<file path="config.mk">
export PLATFORM = sky130hd
export DESIGN_NAME = multicycle_controller_flat
export DESIGN_NICKNAME = d
export VERILOG_FILES = /design/src/rtl/multicycle_controller_if.sv /design/src/rtl/multicycle_controller.sv /design/src/flat_wrapper.sv
export SDC_FILE = /design/constraint.sdc
export NUM_CORES = 1
export LEC_CHECK = 0
export BUFFER_PORTS_ARGS = -buffer_cell sky130_fd_sc_hd__buf_2
export CAP_MARGIN = 10
export CORE_AREA = 3 3 40 42
export DETAILED_ROUTE_END_ITERATION = 10
export DIE_AREA = 0 0 43 45
export PLACE_DENSITY = 0.79
export RECOVER_POWER = 25
export SETUP_SLACK_MARGIN = 0.05
export SLEW_MARGIN = 0
export SYNTH_ARGS = -nofsm -noshare
export SYNTH_HDL_FRONTEND = slang
export SYNTH_SLANG_ARGS = --single-unit
</file>
<file path="constraint.sdc">
create_clock -name clk -period 2.95 [get_ports clk]
set_input_delay 0.295 -clock clk [delete_from_list [all_inputs] [get_ports clk]]
set_output_delay 0.295 -clock clk [all_outputs]
set_load 0.02 [all_outputs]
</file>
<file path="src/rtl/multicycle_controller_if.sv">
// Decode inputs and control outputs between the multicycle controller and its datapath.
// Combinational signals only; no handshake, sampled by the datapath each cycle.
interface multicycle_controller_if;
  logic [6:0] op;
  logic [2:0] funct3;
  logic       funct7b5;
  logic       Zero;
  logic       PCWrite;
  logic       MemWrite;
  logic       IRWrite;
  logic       RegWrite;
  logic       AdrSrc;
  logic [1:0] ResultSrc;
  logic [1:0] ALUSrcA;
  logic [1:0] ALUSrcB;
  logic [1:0] ImmSrc;
  logic [2:0] ALUControl;
  logic [3:0] State;
  logic       Illegal;

  modport master (
    input  op, funct3, funct7b5, Zero,
    output PCWrite, MemWrite, IRWrite, RegWrite, AdrSrc, ResultSrc,
           ALUSrcA, ALUSrcB, ImmSrc, ALUControl, State, Illegal
  );

  modport slave (
    output op, funct3, funct7b5, Zero,
    input  PCWrite, MemWrite, IRWrite, RegWrite, AdrSrc, ResultSrc,
           ALUSrcA, ALUSrcB, ImmSrc, ALUControl, State, Illegal
  );
endinterface

</file>
<file path="src/rtl/multicycle_controller.sv">
// RISC-V multicycle control FSM: Moore state outputs plus combinational ImmSrc/ALUControl/PCWrite.
// One state per cycle (lw 5, sw/branch 3-4, R/I/jal 4); never stalls, no backpressure.
module multicycle_controller (
  input  logic                          clk,
  input  logic                          reset,
  multicycle_controller_if.master       bus
);
  typedef enum logic [3:0] {
    FETCH    = 4'd0,
    DECODE   = 4'd1,
    MEMADR   = 4'd2,
    MEMREAD  = 4'd3,
    MEMWB    = 4'd4,
    MEMWRITE = 4'd5,
    EXECUTER = 4'd6,
    EXECUTEI = 4'd7,
    ALUWB    = 4'd8,
    BRANCH   = 4'd9,
    JAL      = 4'd10
  } state_t;

  localparam logic [6:0] OP_LW   = 7'b0000011;
  localparam logic [6:0] OP_SW   = 7'b0100011;
  localparam logic [6:0] OP_R    = 7'b0110011;
  localparam logic [6:0] OP_I    = 7'b0010011;
  localparam logic [6:0] OP_BR   = 7'b1100011;
  localparam logic [6:0] OP_JAL  = 7'b1101111;

  state_t     state, state_n;
  logic       pcupdate, branch, taken;
  logic [1:0] aluop;
  logic       memwrite, irwrite, regwrite, adrsrc, illegal;
  logic [1:0] resultsrc, alusrca, alusrcb, immsrc;
  logic [2:0] alucontrol;

  always_ff @(posedge clk or posedge reset) begin
    if (reset) state <= FETCH;
    else       state <= state_n;
  end

  always_comb begin
    state_n   = state;
    pcupdate  = 1'b0;
    branch    = 1'b0;
    aluop     = 2'b00;
    memwrite  = 1'b0;
    irwrite   = 1'b0;
    regwrite  = 1'b0;
    adrsrc    = 1'b0;
    illegal   = 1'b0;
    resultsrc = 2'b00;
    alusrca   = 2'b00;
    alusrcb   = 2'b00;
    case (state)
      FETCH: begin
        irwrite   = 1'b1;
        alusrcb   = 2'b10;
        resultsrc = 2'b10;
        pcupdate  = 1'b1;
        state_n   = DECODE;
      end
      DECODE: begin
        alusrca = 2'b01;
        alusrcb = 2'b01;
        case (bus.op)
          OP_LW, OP_SW: state_n = MEMADR;
          OP_R:         state_n = EXECUTER;
          OP_I:         state_n = EXECUTEI;
          OP_BR:        state_n = BRANCH;
          OP_JAL:       state_n = JAL;
          default: begin
            // unsupported opcode retires as a no-op
            illegal = 1'b1;
            state_n = FETCH;
          end
        endcase
      end
      MEMADR: begin
        alusrca = 2'b10;
        alusrcb = 2'b01;
        state_n = (bus.op == OP_LW) ? MEMREAD : MEMWRITE;
      end
      MEMREAD: begin
        adrsrc  = 1'b1;
        state_n = MEMWB;
      end
      MEMWB: begin
        resultsrc = 2'b01;
        regwrite  = 1'b1;
        state_n   = FETCH;
      end
      MEMWRITE: begin
        adrsrc   = 1'b1;
        memwrite = 1'b1;
        state_n  = FETCH;
      end
      EXECUTER: begin
        alusrca = 2'b10;
        aluop   = 2'b10;
        state_n = ALUWB;
      end
      EXECUTEI: begin
        alusrca = 2'b10;
        alusrcb = 2'b01;
        aluop   = 2'b10;
        state_n = ALUWB;
      end
      ALUWB: begin
        regwrite = 1'b1;
        state_n  = FETCH;
      end
      BRANCH: begin
        alusrca = 2'b10;
        aluop   = 2'b01;
        branch  = 1'b1;
        state_n = FETCH;
      end
      JAL: begin
        alusrca  = 2'b01;
        alusrcb  = 2'b10;
        pcupdate = 1'b1;
        state_n  = ALUWB;
      end
      default: state_n = FETCH;
    endcase
  end

  always_comb begin
    case (bus.op)
      OP_SW:   immsrc = 2'b01;
      OP_BR:   immsrc = 2'b10;
      OP_JAL:  immsrc = 2'b11;
      default: immsrc = 2'b00;
    endcase
  end

  // subtract only for R-type with funct7[5]; I-type addi ignores instr[30]
  always_comb begin
    case (aluop)
      2'b01: alucontrol = 3'b001;
      2'b10: begin
        case (bus.funct3)
          3'b000:  alucontrol = (bus.op[5] & bus.funct7b5) ? 3'b001 : 3'b000;
          3'b001:  alucontrol = 3'b111;
          3'b010:  alucontrol = 3'b101;
          3'b011:  alucontrol = 3'b101;
          3'b100:  alucontrol = 3'b110;
          3'b101:  alucontrol = 3'b100;
          3'b110:  alucontrol = 3'b011;
          3'b111:  alucontrol = 3'b010;
          default: alucontrol = 3'b000;
        endcase
      end
      default: alucontrol = 3'b000;
    endcase
  end

  always_comb begin
    case (bus.funct3)
      3'b000:  taken = bus.Zero;
      3'b001:  taken = ~bus.Zero;
      default: taken = 1'b0;
    endcase
  end

  assign bus.PCWrite    = pcupdate | (branch & taken);
  assign bus.MemWrite   = memwrite;
  assign bus.IRWrite    = irwrite;
  assign bus.RegWrite   = regwrite;
  assign bus.AdrSrc     = adrsrc;
  assign bus.ResultSrc  = resultsrc;
  assign bus.ALUSrcA    = alusrca;
  assign bus.ALUSrcB    = alusrcb;
  assign bus.ImmSrc     = immsrc;
  assign bus.ALUControl = alucontrol;
  assign bus.State      = state;
  assign bus.Illegal    = illegal;
endmodule

</file>
<file path="src/flat_wrapper.sv">
// flat-port wrapper written by rule: the top's interface ports become plain ports
module multicycle_controller_flat 
  (clk, reset, bus_op, bus_funct3, bus_funct7b5, bus_Zero, bus_PCWrite, bus_MemWrite, bus_IRWrite, bus_RegWrite, bus_AdrSrc, bus_ResultSrc, bus_ALUSrcA, bus_ALUSrcB, bus_ImmSrc, bus_ALUControl, bus_State, bus_Illegal);
  multicycle_controller_if bus_i ();
  input  logic clk;
  input  logic reset;
  input wire logic [$bits(bus_i.op)-1:0] bus_op;
  input wire logic [$bits(bus_i.funct3)-1:0] bus_funct3;
  input wire logic [$bits(bus_i.funct7b5)-1:0] bus_funct7b5;
  input wire logic [$bits(bus_i.Zero)-1:0] bus_Zero;
  output wire logic [$bits(bus_i.PCWrite)-1:0] bus_PCWrite;
  output wire logic [$bits(bus_i.MemWrite)-1:0] bus_MemWrite;
  output wire logic [$bits(bus_i.IRWrite)-1:0] bus_IRWrite;
  output wire logic [$bits(bus_i.RegWrite)-1:0] bus_RegWrite;
  output wire logic [$bits(bus_i.AdrSrc)-1:0] bus_AdrSrc;
  output wire logic [$bits(bus_i.ResultSrc)-1:0] bus_ResultSrc;
  output wire logic [$bits(bus_i.ALUSrcA)-1:0] bus_ALUSrcA;
  output wire logic [$bits(bus_i.ALUSrcB)-1:0] bus_ALUSrcB;
  output wire logic [$bits(bus_i.ImmSrc)-1:0] bus_ImmSrc;
  output wire logic [$bits(bus_i.ALUControl)-1:0] bus_ALUControl;
  output wire logic [$bits(bus_i.State)-1:0] bus_State;
  output wire logic [$bits(bus_i.Illegal)-1:0] bus_Illegal;
  assign bus_i.op = bus_op;
  assign bus_i.funct3 = bus_funct3;
  assign bus_i.funct7b5 = bus_funct7b5;
  assign bus_i.Zero = bus_Zero;
  assign bus_PCWrite = bus_i.PCWrite;
  assign bus_MemWrite = bus_i.MemWrite;
  assign bus_IRWrite = bus_i.IRWrite;
  assign bus_RegWrite = bus_i.RegWrite;
  assign bus_AdrSrc = bus_i.AdrSrc;
  assign bus_ResultSrc = bus_i.ResultSrc;
  assign bus_ALUSrcA = bus_i.ALUSrcA;
  assign bus_ALUSrcB = bus_i.ALUSrcB;
  assign bus_ImmSrc = bus_i.ImmSrc;
  assign bus_ALUControl = bus_i.ALUControl;
  assign bus_State = bus_i.State;
  assign bus_Illegal = bus_i.Illegal;
  multicycle_controller u_core (.clk(clk), .reset(reset), .bus(bus_i));
endmodule
</file>
== Word level (Yosys, flattened, before mapping) ==
Index checks and enable logic that the tools add are counted.

* Bits in registers: 4
* Input port bits: 14
* Output and inout bits: 21
* Logic and storage cells: 63

* Equality and inequality tests: 25
* Multiplexer cells: 20
* Bitwise gates (word level): 4
* Reductions and logical operators: 13

{| class="wikitable"
|+ Operator list
! kind !! count
|-
| $pmux W4 S5 || 2
|-
| $pmux W3 S7 || 1
|-
| $eq A4 B3 Y1 const B || 4
|-
| $pmux W2 S2 || 4
|-
| $eq A7 B6 Y1 const B || 2
|-
| $eq A7 B7 Y1 const B || 2
|-
| $reduce_or A2 Y1 || 7
|-
| $eq A3 B3 Y1 const B || 4
|-
| $eq A4 B4 Y1 const B || 3
|-
| $mux W1 || 9
|-
| $eq A4 B2 Y1 const B || 2
|-
| $eq A7 B2 Y1 const B || 1
|-
| $eq A7 B5 Y1 const B || 1
|-
| $eq A3 B2 Y1 const B || 2
|-
| $pmux W2 S3 || 1
|-
| $pmux W3 S2 || 1
|-
| $reduce_or A3 Y1 || 2
|-
| $reduce_or A6 Y1 || 1
|-
| $eq A4 B1 Y1 const B || 1
|-
| $logic_not A4 Y1 || 1
|-
| $reduce_or A4 Y1 || 1
|-
| $eq A3 B1 Y1 const B || 1
|-
| $logic_not A3 Y1 || 1
|-
| $mux W3 || 1
|-
| other kinds (6) || 7
|}

== Logic depth before layout (Yosys ltp) ==
Gate-level depths: netlist of run 1.

* Word-level depth: 5
* Gate-level depth with buffers: 7

== Worst setup path before layout of run 1 ==
No wires, ideal clock.

* Kind: register to output
* Start point: register u_core.state[2] (netlist: u_core.bus.State[2])
* End point: output bus_ALUControl[0]
* Arrival: 1888 ps
* Required time: 2655 ps
* Slack: 767 ps
* Stages on the path, launching flop included: 7
* Buffers on the path: 1
* Cell sequence: dfrtp_1 > buf_2 > nand2b_1 > or2_2 > ha_1 > nand2b_1 > o22ai_1

* Longest elaborated chain between the ends: 5

{| class="wikitable"
|+ Ends and longest elaborated chain
! what !! RTL line !! RTL
|-
| start: declaration || multicycle_controller.sv:29 || <nowiki>state_t state, state_n;</nowiki>
|-
| start signal: assignment || multicycle_controller.sv:38 || <nowiki>else state <= state_n;</nowiki>
|-
| $eq A4 B3 Y1 || multicycle_controller.sv:54 || <nowiki>case (state)</nowiki>
|-
| $reduce_or A2 Y1 (no line) || n/a ||
|-
| $pmux W2 S2 (*) || multicycle_controller.sv:54 ||
|-
| $eq A2 B2 Y1 or $eq A2 B1 Y1 (tied branches) || multicycle_controller.sv:139 || <nowiki>case (aluop)</nowiki>
|-
| $pmux W3 S2 (*) || multicycle_controller.sv:139 ||
|-
| end: declaration || flat_wrapper.sv:20 || <nowiki>output wire logic [$bits(bus_i.ALUControl)-1:0] bus_ALUControl;</nowiki>
|}

Mark *: on every way between the ends. The rest lies on a longest branch, timed or not.

== Final worst setup path of run 1 ==
* Start point: register u_core.state[1] (netlist: u_core.bus.State[1])
* End point: output bus_ALUControl[0]

Same word-level chain as after synthesis.

==> impl_metrics.tcl, run 1 <==
set metrics [dict create \
    outcome "complete, no violations" \
    cpMaxStageDelayCell "dfrtp_1" \
    setup_ws_ps 474.4 \
    cp_num_buf_inv 1 \
    rsz0062_at_grt "false" \
    tns_ps 0 \
    io_pins 35 \
    netlist_instances 76 \
    syn2layout_area_growth_pct 34.29 \
    cellLeakagePower_nw 0.3956 \
    first_pass_iters 3 \
    clock_latency_ps 240 \
    fillers 129 \
    worst_slew_pin_slew_ps 450.9 \
    synth_top_cell_by_area "dfrtp_1" \
    portBuffers 34 \
    dpl.hpwl_mm 1.183 \
    worstPathRequired_ps 2650 \
    worstSetupPathType "register to output pin" \
    yosys_register_bits 4 \
    path_cells "nand2b_1, or2_2, ha_1, nand2b_1, o22ai_1, buf_2" \
    syn_area_sq_um 565.5 \
    final_nets 127 \
    setup_viol 0 \
    hp-start "bus_op[5]" \
    fmax_mhz 403.9 \
    worstPathArrival_ps 2180 \
    vias 670 \
    cp-end-kind "output pin" \
    die_area_sq_mm 0.001935 \
    synth_cell_types 37 \
    ant_nets 0 \
    wl_per_cell_um 12.15 \
    maxCapViolCount 0 \
    pre_cts_ws_ps 720.3 \
    finalWeightedCongestion 0.7888 \
    holdPathStages 3 \
    ys_seq_area_share_pct 17.70 \
    antenna_found_initial 0 \
    timing.reg2reg.setup_slack_ps 1630 \
    clockBufferDepth 2 \
    period_minus_slack_ps 2476 \
    numCtsBuffers 3 \
    r2r-end "u_core.bus.State[3]" \
    min_to "u_core.bus.State[1]" \
    synth_top_area_share_pct 17.70 \
    routed_wirelength_mm 1.506 \
    max_stage_delay_ps 530 \
    synth_nets 92 \
    drt_iter0_markers 2 \
    irDropWorstVdd_mv 0.3021 \
    relSlewSlack_pct 69.94 \
    yosys-top-cells-area "dfrtp_1 18%, nor2_1 5.3%, nand4bb_4 4.9%" \
    fin_skew_ps 2.609 \
    worst_path_dominant_cell_family "simple AND/OR/NAND/NOR gates" \
    drcViolationCount 0 \
    overflow 0 \
    powerDensity_mw_per_mm2 537.9 \
    layout_commonest_cell "buf_2" \
    drive_above_1_share_pct 39.45 \
    die_width_um 43 \
    period_share_pct 83.92 \
    clk_pin_slew_ps 40 \
    rr_worst_depth 3 \
    design.core.area_sq_mm 0.001285 \
    die-height_um 45 \
    rows 13 \
    final_cell_mix "33 x buf_2, 8 x nor2_1, 6 x inv_1, 6 x nand2_1" \
    crit_path_start_kind "register" \
    hold_class "input port to register" \
    grt_usage_pct 16.86 \
    total_power_mw 0.4085 \
    diodes 0 \
    timing.rr.start "u_core.bus.State[1]" \
    syn_area_per_cell_sq_um 7.441 \
    slew_violations 0 \
    cts_tree "built" \
    viasPerCell 5.403 \
    grt_pass1_wl_mm 2.408 \
    grt_pass1_vias 580 \
    hold_viol 0 \
    grt_max_degree 16 \
    largest_register_ffs 4 \
    crit_fanout 15 \
    synth_warnings 0 \
    initial_core_util_pct 44.01 \
    clockRootBuffer "clkbuf_4" \
    numClockSinks 4 \
    critPathMostFrequentCell "nand2b_1" \
    cts.htree.levels 1 \
]
[worst reg2reg max path, delay by kind of cell, from the launching register on]
family          cells  cell delay, ps
compound gates      1             240
flops               1             610
simple gates        2             350
[kinds of logic after synthesis]
family,after synthesis,share of synthesized area (%)
DFF,4,17.70
and+or+nand+nor,37,39.38
adders and majority gates,2,4.424
AOI/OAI and AO/OA,19,25.22
xor gates and xnor gates,3,4.647
buffers and inverters,11,8.627
[cell type report]
| class | count | area, sq um | area share, % |
|---|---|---|---|
| Inverter | 6 | 22.52 | 2.965 |
| Clock buffer | 3 | 22.52 | 2.965 |
| Tap cell | 15 | 18.77 | 2.471 |
| Timing Repair Buffer | 35 | 178.9 | 23.56 |
| Sequential cell | 4 | 100.1 | 13.18 |
| Multi-Input combinational cell | 61 | 416.7 | 54.86 |
[worst max-delay path by stage]
stage / from / endpoint / slack (ps) / depth (start not counted)
after floorplan: u_core.bus.State[2] / bus_ALUControl[0] / 770 / 6
after global placement: u_core.bus.State[1] / bus_ALUControl[0] / 800 / 6
after detailed placement: u_core.bus.State[1] / bus_ALUControl[0] / 720 / 6
after CTS: u_core.bus.State[1] / bus_ALUControl[0] / 470 / 6
after global routing: u_core.bus.State[1] / bus_ALUControl[0] / 350 / 6
final: u_core.bus.State[1] / bus_ALUControl[0] / 470 / 6
[power by group]
group	switching, mW	internal [mW]
clock	0.0222	0.0455
sequential	0.0279	0.0630
combinational	0.157	0.0933
total	0.207	0.202
[stage by stage]
step / std cells / instance area, sq um / hold WS, ps / util [%]
2_1_floorplan: 76 / 565.5 / 61.08 / -
3_3_place_gp: 120 / 728.2 / 174.7 / 56.67
3_5_place_dp: 120 / 728.2 / 178.0 / 56.67
4_1_cts: 124 / 760.7 / 473.1 / 59.20
5_1_grt: 124 / 759.5 / 521.4 / 59.10
6_report: 124 / 759.5 / 483.1 / 59.10
[routing by layer]
layer | share of wire [%] | vias up | track usage (%)
li1 | - | 341 | -
met1 | 42 | 298 | 18.93
met2 | 48 | 26 | 27.84
met3 | 6.8 | 5 | 2.789
met4 | 3.1 | 0 | 14.46
met5 | 0 | - | 0
[synth_stat cells]
| cell | number |
|---|---|
| and2_1 | 1 |
| a21oi_2 | 1 |
| nor3b_1 | 2 |
| a22o_1 | 1 |
| xor2_1 | 2 |
| a211o_1 | 1 |
| nor3_1 | 4 |
| xnor2_1 | 1 |
| nor4_1 | 2 |
| buf_4 | 1 |
| or2_2 | 2 |
| a21oi_1 | 4 |
| a32o_1 | 1 |
| o22ai_1 | 1 |
| or3_1 | 1 |
| ha_1 | 2 |
| nand2b_1 | 4 |
| and3b_2 | 1 |
| inv_1 | 6 |
| o22a_1 | 1 |
| a2bb2oi_1 | 1 |
| nor2b_1 | 2 |
| o32ai_1 | 1 |
| buf_2 | 3 |
| o21ai_0 | 3 |
| o41a_1 | 1 |
| nand3b_1 | 1 |
| and3_1 | 1 |
| dfrtp_1 | 4 |
| nand2_1 | 6 |
| a211oi_1 | 1 |
| o221a_2 | 1 |
| nand4bb_4 | 1 |
| clkbuf_1 | 1 |
| or3b_1 | 1 |
| nor2_1 | 8 |
| a31o_2 | 1 |
[repair_timing]
action,in CTS,in global routing
buffers inserted,0,0
hold buffers,1,0
hold endpoints to repair,4,0
gates resized for setup,0,0
No activity file was read; power rests on OpenSTA's default activity.
==> run 2: changes to the inputs <==
--- a/config.mk
+++ b/config.mk
@@ -7,10 +7,10 @@
 export LEC_CHECK = 0
 export BUFFER_PORTS_ARGS = -buffer_cell sky130_fd_sc_hd__buf_2
 export CAP_MARGIN = 10
-export CORE_AREA = 3 3 40 42
+export CORE_MARGIN = 3
+export CORE_UTILIZATION = 37
 export DETAILED_ROUTE_END_ITERATION = 10
-export DIE_AREA = 0 0 43 45
-export PLACE_DENSITY = 0.79
+export PLACE_DENSITY = 0.73
 export RECOVER_POWER = 25
 export SETUP_SLACK_MARGIN = 0.05
 export SLEW_MARGIN = 0
==> constraint.sdc (replaced) <==
create_clock -name clk -period 2 [get_ports clk]
set_input_delay 0.2 -clock clk [delete_from_list [all_inputs] [get_ports clk]]
set_output_delay 0.2 -clock clk [all_outputs]
set_load 0.02 [all_outputs]
==> run 2 against run 1 <==
- non-clock buffer count rose by 7
- sequential share of layout area fell by 1.9 points
- utilization rose by 7.3 points
- clock power rose by 70%
- total power rose by 68%
- via count rose by 5.8%
- clock-buffer cell count rose by 1
- global-route usage rose by 2.3 points
- largest power group unchanged
- highest routed layer unchanged
==> impl_metrics.tcl, run 2 (same netlist as run 1, synthesis figures left out) <==
set metrics [dict create \
    final_cell_mix "32 x buf_2, 8 x nor2_1, 6 x inv_1, 6 x nand2_1, 6 x buf_4" \
    vias 709 \
    power_frac_comb_pct 67.9 \
    finalWeightedCongestion 0.7396 \
    tns_ps 0 \
    postLayoutCoreUtil_pct 66.39 \
    numCtsBuffers 3 \
    outcome "complete, no violations" \
    diodes 0 \
    irDropWorstVdd_mv 0.4317 \
    worst_slew_pin_slew_ps 343.6 \
    cellLeakagePower_nw 0.4546 \
    timing.reg2reg.setup_slack_ps 690 \
    hold_class "input port to asynchronous set/reset pin" \
    fmax_mhz 526.1 \
    setup_ws_ps 99.18 \
    placed_cells 126 \
    rr_worst_depth 4 \
    dpl.hpwl_mm 1.292 \
    clockRootBuffer "clkbuf_4" \
    swShare_pct 48.91 \
    period_minus_slack_ps 1901 \
    timing.rr.start "u_core.bus.State[3]" \
    r2r-end "u_core.bus.State[3]" \
    p_int_mw 0.3511 \
    wl_per_cell_um 12.91 \
    rsz0062_at_grt "true" \
    relSlewSlack_pct 76.91 \
    period_share_pct 95.04 \
    drive_above_1_share_pct 52.14 \
    crit_fanout 3 \
    largest_register_ffs 4 \
    pre_cts_ws_ps 160.0 \
    p_switching_mw 0.3361 \
    cp-end-kind "output pin" \
    layout_commonest_cell "buf_2" \
    final_nets 134 \
    clk_pin_slew_ps 50 \
    grt_usage_pct 19.18 \
    clock_latency_ps 240 \
    sequentialPowerShare_pct 15.4 \
    worstPathArrival_ps 1700 \
    grt_pass1_vias 630 \
    die_area_sq_mm 0.002034 \
    grt_pass1_wl_mm 2.780 \
    hold_viol 0 \
    overflow 0 \
    routed_wirelength_mm 1.704 \
    crit_path_start_kind "register" \
    die_width_um 45.10 \
    total_power_mw 0.6872 \
    ant_nets 0 \
    first_pass_iters 4 \
    powerDensity_mw_per_mm2 757.6 \
    design.core.area_sq_mm 0.001366 \
    cts.htree.levels 1 \
    setup_viol 0 \
    syn2layout_area_growth_pct 60.40 \
    numClockSinks 4 \
    viasPerCell 5.371 \
    portBuffers 34 \
    drt_iter0_markers 23 \
    stdcell_count 132 \
    clockBufferDepth 2 \
    fin_skew_ps 11.10 \
    cts_tree "built" \
    io_pins 35 \
    maxCapViolCount 0 \
    initial_core_util_pct 41.39 \
    antenna_found_initial 0 \
    worstPathRequired_ps 1800 \
    rows 13 \
    grt_max_degree 14 \
    slew_violations 0 \
    power_frac_clock_pct 16.8 \
    drcViolationCount 0 \
    die-height_um 45.10 \
    worstSetupPathType "register to output pin" \
]
-- run 2: cell types whose count changed in the layout (fill, tap and decap cells not counted), moves of 2 or more --
cell / change
buf_4: +6
buf_6: +3
dfrtp_1: -2
dfrtp_2: +2
nand2b_1: -3
nand2b_4: +3
-- run 2: power by group through the flow --
stage	clock, mW	sequential (mW)	combinational [mW]
final	0.115	0.106	0.466
after global routing	0.130	0.107	0.507
after CTS	0.120	0.101	0.460
after detailed placement	0	0.102	0.453
after global placement	0	0.100	0.449
after floorplan	0	0.120	0.285
-- run 2: worst max path at each step --
stage	slack [ps]	end	start
floorplan	60	bus_ALUControl[1]	u_core.bus.State[2]
global placement	190	bus_ALUControl[1]	u_core.bus.State[2]
detailed placement	160	bus_ALUControl[1]	u_core.bus.State[2]
CTS	60	bus_ALUControl[1]	u_core.bus.State[1]
global route	40	bus_ALUControl[1]	u_core.bus.State[1]
finish	100	bus_ALUControl[1]	u_core.bus.State[1]
-- run 2: layer usage --
metal,global-route usage (%),routed length [um],vias up,share of wire [%]
met5,0,0,-,0
met4,10.53,14,0,0.82
met2,32.20,817,30,48
met1,22.74,746,321,44
li1,-,-,356,-
met3,3.586,126,2,7.4
-- run 2: area by class of cell --
| class | instances | area, sq um |
|---|---|---|
| Inverter | 6 | 22.52 |
| Clock buffer | 4 | 26.28 |
| Multi-Input combinational cell | 61 | 488.0 |
| Fill cell | 143 | 459.2 |
| Sequential cell | 4 | 102.6 |
| Tap cell | 15 | 18.77 |
| Timing Repair Buffer | 42 | 249.0 |
-- run 2: repair_timing --
| action | 4_1_cts | 5_1_grt |
|---|---|---|
| endpoints found under the hold margin | 4 | 0 |
| hold buffers | 1 | 0 |
| setup buffers | 1 | 0 |
| gates resized for setup | 6 | 5 |
| setup endpoints to repair | 2 | 2 |
-- run 2: stage by stage --
stage,area [sq um],hold WS [ps]
2_1_floorplan,608.1,-33.99
3_3_place_gp,813.3,86.00
3_5_place_dp,813.3,85.22
4_1_cts,883.3,371.6
5_1_grt,907.1,378.6
6_report,907.1,377.7
-- run 2: worst max-delay path, cell delays in order, from the launching register on --
cell and delay [ps]:
dfrtp_1 380, nand2b_4 150, or2_4 270, ha_4 250, nand2b_4 160, a21oi_4 110, buf_6 120
==> run 3: changes to the inputs <==
--- a/config.mk
+++ b/config.mk
@@ -5,12 +5,13 @@
 export SDC_FILE = /design/constraint.sdc
 export NUM_CORES = 1
 export LEC_CHECK = 0
+export ABC_AREA = 1
 export BUFFER_PORTS_ARGS = -buffer_cell sky130_fd_sc_hd__buf_2
 export CAP_MARGIN = 10
 export CORE_MARGIN = 3
-export CORE_UTILIZATION = 37
+export CORE_UTILIZATION = 38
 export DETAILED_ROUTE_END_ITERATION = 10
-export PLACE_DENSITY = 0.73
+export PLACE_DENSITY = 0.74
 export RECOVER_POWER = 25
 export SETUP_SLACK_MARGIN = 0.05
 export SLEW_MARGIN = 0
==> run 3 against run 2 <==
- sequential cell count is the same
- final cell count rose by 18%
- worst setup slack better by 33 ps
- critical endpoint unchanged
- largest power group unchanged
==> impl_metrics.tcl, run 3 <==
set metrics [dict create \
    outcome "complete, no violations" \
    cts.htree.levels 1 \
    critPathMostFrequentCell "nor2_2" \
    synth_top_area_share_pct 16.43 \
    setup_viol 0 \
    netlist_instances 101 \
    synthAdderAreaFrac_pct 4.107 \
    async_flop_share_pct 100.0 \
    initial_core_util_pct 43.56 \
    synth.most_common_cell "nand2_1" \
    drive_above_1_share_pct 48.23 \
    netlist_top_cells_count "24 x nand2_1, 13 x inv_1, 12 x nand3_1" \
    dpl.hpwl_mm 1.270 \
    maxCapViolCount 0 \
    hold_class "input port to register" \
    critical_path_depth 7 \
    clockRootBuffer "clkbuf_4" \
    first_pass_iters 4 \
    numCtsBuffers 3 \
    path_cells "nor2_2, nand2_1, inv_1, ha_4, nor2_2, a21boi_2, buf_4" \
    powerDensity_mw_per_mm2 746.3 \
    crit_path_start_kind "register" \
    clockBufferDepth 2 \
    irDropWorstVdd_mv 0.3876 \
    syn_area_sq_um 609.3 \
    swShare_pct 54.07 \
    largest_register_ffs 4 \
    stdcell_count 156 \
    cp-end-kind "output pin" \
    p_int_mw 0.2929 \
    worstSetupPathType "register to output pin" \
    routed.top_layer "met3" \
    io_pins 35 \
    rr_worst_depth 6 \
    placed_cells 149 \
    drt_iter0_markers 11 \
    worst_slew_pin_slew_ps 368.5 \
    total_power_mw 0.6378 \
    routed_wirelength_mm 1.558 \
    sequentialPowerShare_pct 18.3 \
    holdPathStages 4 \
    slew_violations 0 \
    vias 714 \
    clock_latency_ps 240 \
    placed_area_sq_um 790.8 \
    overflow 0 \
    tns_ps 0 \
    power_frac_clock_pct 16.5 \
    cp_num_buf_inv 2 \
    finalWeightedCongestion 0.8109 \
    die-height_um 46.05 \
    ys_seq_area_share_pct 16.43 \
    hold_viol 0 \
    max_stage_delay_ps 420 \
    fmax_mhz 535.4 \
    design.core.area_sq_mm 0.001399 \
    crit_fanout 4 \
    met2_length_um 738 \
    synth_top_family_by_area "simple AND/OR/NAND/NOR gates" \
    synth_top_cell_by_area "dfrtp_1" \
    grt_usage_pct 13.98 \
    synth_cell_types 22 \
    synth_nets 117 \
    synth-xor-area-share_pct 0 \
    ant_nets 0 \
    period_minus_slack_ps 1868 \
    die_width_um 46.05 \
    synth_edf_count 0 \
    wl_per_cell_um 9.987 \
    clk_pin_slew_ps 50 \
    portBuffers 34 \
    yosys_register_bits 4 \
    worst_path_dominant_cell_family "flip-flops" \
    layout_commonest_cell "buf_2" \
    antenna_found_initial 0 \
    met1_length_um 714 \
    power_frac_comb_pct 65.2 \
    relSlewSlack_pct 75.34 \
    p_switching_mw 0.3448 \
    fin_skew_ps 11.28 \
    synth_warnings 0 \
    final_nets 159 \
    numClockSinks 4 \
    grt_pass1_vias 591 \
    syn_area_per_cell_sq_um 6.033 \
    die_area_sq_mm 0.002120 \
    cellLeakagePower_nw 0.5203 \
    grt_pass1_wl_mm 2.187 \
    grt_max_degree 6 \
    synth-compound-area-share_pct 8.214 \
    yosys-top-cells-area "dfrtp_1 16%, nand2_1 15%, nand3_1 9.9%" \
    diodes 0 \
    cpMaxStageDelayCell "dfrtp_1" \
    syn2layout_area_growth_pct 40.25 \
    period_share_pct 93.39 \
    rsz0062_at_grt "false" \
    worstPathRequired_ps 1800 \
    synth-simple-area-share_pct 55.85 \
    wl_met3_um 105 \
    ys.flop_type "dfrtp_1" \
    post-route-cell-area_sq_um 854.6 \
    viasPerCell 4.577 \
    cts_tree "built" \
    rows 13 \
    drcViolationCount 0 \
    final_cell_mix "31 x buf_2, 23 x nand2_1, 13 x inv_1" \
    worstPathArrival_ps 1670 \
    synth.area.mux_share_pct 0 \
    timing.reg2reg.setup_slack_ps 790 \
]
run 3: changes by cell type in the layout (fill, tap and decap cells not counted), sizes merged, moves of 4 or more:
cell    previous run  this run
buf               41        36
nand2b             4         0
nor2               8        16
nand2              6        30
nand3              0        13
inv                6        23
run 3: cell type report:
type | instances | area [sq um]
clock buffer | 3 | 22.52
fill | 146 | 544.3
inverter | 23 | 86.33
multi-input combinational | 73 | 420.4
sequential | 4 | 100.1
tap | 15 | 18.77
timing repair buffer | 38 | 206.4
run 3: routing by layer:
layer	vias to the layer above	GRT usage [%]
met2	27	23.90
met5	-	0
met4	0	5.114
met3	0	1.186
met1	298	17.92
li1	389	-
run 3: cells by family after synthesis:
kind of cell | Yosys count
compound gates | 9
fa+ha+maj | 2
flops | 4
buf+inv | 24
simple gates | 62
run 3: repair_timing:
action,4_1_cts,5_1_grt
pin swaps,1,2
hold buffers,1,0
endpoints found under the hold margin,4,0
setup buffers,1,2
setup endpoints to repair,2,2
gates resized for setup,2,5
run 3: final timing paths:
check / endpoint / startpoint
max: bus_ALUControl[1] / u_core.bus.State[3]
min in group asynchronous: u_core.bus.State[3] / reset
max in group asynchronous: u_core.bus.State[1] / reset
min reg2reg: u_core.bus.State[0] / u_core.bus.State[0]
max reg2reg: u_core.bus.State[0] / u_core.bus.State[2]
min: u_core.bus.State[1] / bus_op[6]
run 3: tightest hold or removal path, stage by stage:
cell     delay [ps]
buf_2           110
nor3_1           60
nand3_1          60
nand2_1          50
run 3: through the flow:
step	utilization (%)	hold WS, ps	worst slack (ps)
2_1_floorplan	-	-33.92	111.6
3_3_place_gp	56.53	79.08	250.6
3_5_place_dp	56.53	87.73	226.1
4_1_cts	59.75	289.3	59.75
5_1_grt	61.09	302.6	24.96
6_report	61.09	289.0	132.2
run 3: power by group through the flow:
| stage | Clock [mW] | Combinational, mW | Sequential (mW) |
|---|---|---|---|
| after floorplan | 0 | 0.311 | 0.130 |
| after global placement | 0 | 0.437 | 0.116 |
| after detailed placement | 0 | 0.441 | 0.118 |
| final | 0.105 | 0.416 | 0.117 |
| after CTS | 0.0973 | 0.447 | 0.115 |
| after global routing | 0.112 | 0.451 | 0.116 |
